<file path="src/rtl/fft_reorder_pkg.sv">
// fft_reorder_pkg: shared defaults, bank index type and bit-reversal helper for the FFT reorder buffer
package fft_reorder_pkg;
   localparam int LOG2N_DEF = 5;
   localparam int DW_DEF    = 17;
   typedef logic bank_t;
   function automatic logic [9:0] bitrev(input logic [9:0] idx, input int log2n);
      logic [9:0] r;
      r = {<<{idx}};
      return r >> (10 - log2n);
   endfunction
endpackage

</file>
<file path="src/rtl/reorder_bank_ram.sv">
// reorder_bank_ram: one frame of sample storage, synchronous write, combinational read
module reorder_bank_ram #(
   parameter int AW = 5,
   parameter int W  = 34
) (
   input  logic          clk,
   input  logic          we,
   input  logic [AW-1:0] waddr,
   input  logic [W-1:0]  wdata,
   input  logic [AW-1:0] raddr,
   output logic [W-1:0]  rdata
);
   logic [W-1:0] mem [2**AW];
   always_ff @(posedge clk)
      if (we) mem[waddr] <= wdata;
   assign rdata = mem[raddr];
endmodule

</file>
<file path="src/rtl/fft_bitrev_reorder.sv">
// fft_bitrev_reorder: ping-pong buffer turning bit-reversed FFT output into natural order, with per-frame bypass
module fft_bitrev_reorder
   import fft_reorder_pkg::*;
#(
   parameter int LOG2N = LOG2N_DEF,
   parameter int DW    = DW_DEF
) (
   input  logic          clk,
   input  logic          rst_n,
   input  logic          in_valid,
   output logic          in_ready,
   input  logic [DW-1:0] in_r,
   input  logic [DW-1:0] in_i,
   input  logic          in_bypass,
   output logic          out_valid,
   input  logic          out_ready,
   output logic [DW-1:0] out_r,
   output logic [DW-1:0] out_i,
   output logic          out_first,
   output logic          out_last
);
   logic [LOG2N-1:0] wr_cnt_q, wr_cnt_d, rd_cnt_q, rd_cnt_d, wr_addr;
   bank_t            wr_ptr_q, wr_ptr_d, rd_ptr_q, rd_ptr_d;
   logic [1:0]       full_cnt_q, full_cnt_d, byp_q, byp_d;
   logic             out_valid_q, out_valid_d, out_first_q, out_first_d, out_last_q, out_last_d;
   logic [DW-1:0]    out_r_q, out_r_d, out_i_q, out_i_d;
   logic             in_fire, wr_byp, wr_done, load, rd_done;
   logic [2*DW-1:0]  rdata0, rdata1, rdata;

   // the bypass flag for a frame comes straight from the port on its first sample
   always_comb begin
      in_ready    = full_cnt_q != 2'd2;
      in_fire     = in_valid && in_ready;
      wr_byp      = (wr_cnt_q == '0) ? in_bypass : byp_q[wr_ptr_q];
      wr_addr     = wr_byp ? wr_cnt_q : LOG2N'(bitrev(10'(wr_cnt_q), LOG2N));
      wr_done     = in_fire && (&wr_cnt_q);
      load        = (full_cnt_q != 2'd0) && (!out_valid_q || out_ready);
      rd_done     = load && (&rd_cnt_q);
      rdata       = rd_ptr_q ? rdata1 : rdata0;
      wr_cnt_d    = in_fire ? wr_cnt_q + 1'b1 : wr_cnt_q;
      wr_ptr_d    = wr_ptr_q ^ wr_done;
      rd_cnt_d    = load ? rd_cnt_q + 1'b1 : rd_cnt_q;
      rd_ptr_d    = rd_ptr_q ^ rd_done;
      full_cnt_d  = full_cnt_q + 2'(wr_done) - 2'(rd_done);
      byp_d       = byp_q;
      if (in_fire && wr_cnt_q == '0) byp_d[wr_ptr_q] = in_bypass;
      out_valid_d = load || (out_valid_q && !out_ready);
      out_r_d     = load ? rdata[2*DW-1:DW] : out_r_q;
      out_i_d     = load ? rdata[DW-1:0] : out_i_q;
      out_first_d = load ? (rd_cnt_q == '0) : out_first_q;
      out_last_d  = load ? (&rd_cnt_q) : out_last_q;
   end

   always_ff @(posedge clk) begin
      if (!rst_n) begin
         wr_cnt_q    <= '0;
         rd_cnt_q    <= '0;
         wr_ptr_q    <= 1'b0;
         rd_ptr_q    <= 1'b0;
         full_cnt_q  <= '0;
         byp_q       <= '0;
         out_valid_q <= 1'b0;
         out_r_q     <= '0;
         out_i_q     <= '0;
         out_first_q <= 1'b0;
         out_last_q  <= 1'b0;
      end else begin
         wr_cnt_q    <= wr_cnt_d;
         rd_cnt_q    <= rd_cnt_d;
         wr_ptr_q    <= wr_ptr_d;
         rd_ptr_q    <= rd_ptr_d;
         full_cnt_q  <= full_cnt_d;
         byp_q       <= byp_d;
         out_valid_q <= out_valid_d;
         out_r_q     <= out_r_d;
         out_i_q     <= out_i_d;
         out_first_q <= out_first_d;
         out_last_q  <= out_last_d;
      end
   end

   reorder_bank_ram #(.AW(LOG2N), .W(2*DW)) u_ping (
      .clk(clk), .we(in_fire && !wr_ptr_q), .waddr(wr_addr), .wdata({in_r, in_i}),
      .raddr(rd_cnt_q), .rdata(rdata0)
   );
   reorder_bank_ram #(.AW(LOG2N), .W(2*DW)) u_pong (
      .clk(clk), .we(in_fire && wr_ptr_q), .waddr(wr_addr), .wdata({in_r, in_i}),
      .raddr(rd_cnt_q), .rdata(rdata1)
   );

   assign out_valid = out_valid_q;
   assign out_r     = out_r_q;
   assign out_i     = out_i_q;
   assign out_first = out_first_q;
   assign out_last  = out_last_q;
endmodule

</file>
<file path="config.mk">
export PLATFORM = sky130hd
export DESIGN_NAME = fft_bitrev_reorder
export DESIGN_NICKNAME = d
export VERILOG_FILES = /design/src/rtl/fft_reorder_pkg.sv /design/src/rtl/reorder_bank_ram.sv /design/src/rtl/fft_bitrev_reorder.sv
export SDC_FILE = /design/constraint.sdc
export NUM_CORES = 2
export LEC_CHECK = 0
export ABC_CLOCK_PERIOD_IN_PS = 4750
export BUFFER_PORTS_ARGS = -buffer_cell sky130_fd_sc_hd__buf_2
export CORE_MARGIN = 2
export CORE_UTILIZATION = 54
export DETAILED_ROUTE_END_ITERATION = 10
export PLACE_DENSITY = 0.7
export SLEW_MARGIN = 15
export SYNTH_ARGS = -nofsm -noshare
export SYNTH_HDL_FRONTEND = slang
export SYNTH_HIERARCHICAL = 1
export SYNTH_SLANG_ARGS = --single-unit
</file>
<file path="constraint.sdc">
create_clock -name clk -period 4.75 [get_ports clk]
set_input_delay 0.2375 -clock clk [delete_from_list [all_inputs] [get_ports clk]]
set_output_delay 0.2375 -clock clk [all_outputs]
set_load 0.02 [all_outputs]
</file>
==> results by group <==
Critical path
  • Startpoint types: register
  • Setup CP Type: register to register
  • Data required, critical path: roughly 5.3 ns
  • Critical Path End Type: register
  • Crit. Startpoint: wr_cnt_q[0]
  • R2R cell count: 8
  • Max Fanout on Critical Path: 17
  • Reg2Reg Setup Slack: roughly 0.78 ns
  • Worst EP arrival: ~4.5 ns
  • R2r startpoint: wr_cnt_q[0]
  • R2r endpoint: u_ping/mem[13][23]
  • CP endpoint: u_ping/mem[13][23]

Die
  • Die area: 165,000 sq um
  • # rows: between 100 and 150
  • Core Region: approximately 160,000 sq um
  • Starting density of the core: between 50% and 60%
  • Die outline width: 406 um
  • # IOs: slightly below 80
  • Die Span Y: 406 um

Finish
  • Util after Layout: approximately three fifths
  • Design area: ~97,000 sq um
  • Most frequent cells in the layout: edfxtp_1, mux2i_1, a21oi_1
  • Layout cells sized above 1: 11.6%
  • Area Growth Syn to Fin: 11.5%
  • Nets: roughly 5,200
  • Commonest non-fill, non-tap cell in the layout: edfxtp_1

Place
  • Post-DP HPWL: 123,000 um
  • IO Port Bufs: 76
  • Placed cell areas: around 90,000 sq um
  • Final Wtd Congestion: 0.862

Global routing
  • Overflow after GRT: 0
  • First-pass GRT wire length: approximately 300,000 um
  • GRT Util Overall: approximately a quarter
  • Largest net degree at the start of global routing: approximately 130
  • Antenna violations before repair: 24
  • Vias in the first global route: roughly 45,000

Drt
  • Routed len/inst: approximately 29 um
  • DRC violations left: 0
  • DR vias: 46,773
  • First drt pass iteration count: 6
  • Vias per cell: 6.22
  • Routed Antenna Nets: 0
  • Routed WL: between 200,000 and 250,000 um
  • Drt first-iter violations: around 5,700

Timing
  • Setup tns final: 0 ns
  • Slew HR: around 22%
  • Worst Skew: 0.0334 ns
  • Crit share post-route: a little over four fifths
  • RSZ-0062 raised after global routing: no
  • Fin. max-slew vios: 0
  • Final worst path period need: 3.97 ns
  • Worst-margin pin slew: about 1.2 ns
  • Maximum clock rate: 0.252 GHz
  • Final setup viols: 0
  • Fin. Hold Viols: 0

Synth
  • Post-synthesis cell count: approximately 5,000
  • Top post-synthesis cells by area: edfxtp_1, mux2i_1, a22oi_1
  • Number of synthesized flops with an enable pin: approximately 2,200
  • Synth top area share: between 70% and 80%
  • Mean Syn Cell Area: 17.5 sq um
  • Most used DFF post-synth: edfxtp_1
  • Fraction of registers with async set/reset: 0%
  • Post-Syn Nets: a little over 5,000
  • Synth Register Bits: 2,229
  • Sequential share of the synthesized area: roughly 76%
  • Synth area leader: edfxtp_1
  • Cell area after synthesis: approximately 90,000 sq um
  • Unique masters post-synth: between 40 and 50
  • YS warnings: 6

Run status
  • Outcome: completed

Clock tree
  • Clk sinks: roughly 2,200
  • H-tree depth: 4
  • Clk buf depth: 3
  • Inserted Clock Buffers: roughly 210
  • Root buf cell: clkbuf_16
  • Clk_lat worst skew: roughly 0.84 ns
  • Reg clk slew, reported paths: around 0.06 ns
  • TritonCTS clock tree: yes
  • Setup bufs post-CTS: 0

Power and ir drop
  • Peak VDD IR: 317 uV
  • PwrDens: 389 nW/um^2
  • Leakage dissipation: 28.9 nW

Job
  • Max-Cap Viols: 0

Min path
  • HP Class: input port to register
[cell families after synthesis]
kind of cell    count (synthesis)  synth area share (%)
compound gates                709                  5.44
xor+xnor                        1                0.0100
fa+ha+maj                       8                 0.114
buf+inv                       309                  2.24
flops                        2229                  76.0
mux                          1130                  12.9
simple gates                  620                  3.30
[where the power goes]
group	switching (mW)	leakage, nW	internal [mW]
registers	0.0149	20.0	21.6
clock network	6.82	3.07	8.73
logic	0.617	5.87	0.119
total	7.45	28.9	30.5
[cells in the mapped netlist (5+ instances only)]
cell type and instances:
a211oi_1 34, a21oi_1 253, a22o_1 136, a22oi_1 204
a31oi_1 68, buf_1 20, buf_2 90, buf_4 62
buf_6 36, buf_8 16, clkbuf_1 72, dfxtp_1 53
edfxtp_1 2176, ha_1 8, inv_1 10, mux2_2 5
mux2i_1 1125, nand2_1 211, nand2b_1 5, nand3_1 219
nand3b_1 10, nor2_1 69, nor2b_1 6, nor3_1 70
o21ai_0 8, o31ai_1 6, or3b_2 6, or4_1 6
[stage by stage]
stage,cells,setup WS (ns),hold slack [ns],power [mW]
after floorplan,5006,0.643,0.336,22.2
after global placement,7137,0.949,0.447,22.8
after detailed placement,7137,0.887,0.452,22.8
after CTS,7512,0.870,0.0809,38.1
after global routing,7514,0.633,0.127,38.9
final,7523,0.779,0.110,37.9
[worst max-delay path, stage by stage (launching register included)]
cell and delay [ns]:
dfxtp_1 0.36, inv_1 0.09, ha_1 0.15, nor4b_4 0.26, mux2i_1 0.42, mux2_2 0.45
nand3b_1 0.75, nor2_4 0.86, buf_4 0.31
[flip-flops by register name (all words and copies together) (netlist names)]
| name | cells |
|---|---|
| out_valid | 1 |
| full_cnt_q | 2 |
| byp_q | 2 |
| out_i | 17 |
| rd_ptr_q | 1 |
| wr_cnt_q | 5 |
| rd_cnt_q | 5 |
| out_first | 1 |
| out_r | 17 |
| u_ping/mem | 1088 |
| u_pong/mem | 1088 |
| wr_ptr_q | 1 |
| out_last | 1 |
[per-layer routing]
metal | vias to the layer above | GRT usage, % | wire length (um)
met5 | - | 0 | 157
met3 | 343 | 7.41 | 22500
met1 | 23964 | 36.7 | 89000
li1 | 20263 | - | -
met2 | 2179 | 38.8 | 97400
met4 | 24 | 9.80 | 7950
[how the worst min path moves through the flow]
stage	from	to	slack [ns]	depth (start not counted)
after floorplan	in_i[0]	u_ping/mem[0][0]	0.34	0
after global placement	byp_q[1]	byp_q[1]	0.45	2
after detailed placement	byp_q[0]	byp_q[0]	0.45	2
after CTS	in_i[16]	u_pong/mem[27][16]	0.08	2
after global routing	in_r[14]	u_ping/mem[17][31]	0.13	2
final	in_r[14]	u_ping/mem[16][31]	0.11	2
[timing repair]
item	CTS	global route
hold endpoints to repair	49	0
gates resized for setup	0	0
hold buffers	7	0
[layout make-up]
cell class                 instances  area (sq um)
sequential                      2229         66400
fill                           11507         63300
multi-input combinational       2468         19600
clock buffer                     269          5580
tap                             2160          2700
timing repair buffer             274          2380
clock inverter                    99           717
inverter                          13          48.8
antenna                           11          27.5
Note: power is estimated with default switching activity, not from simulation.
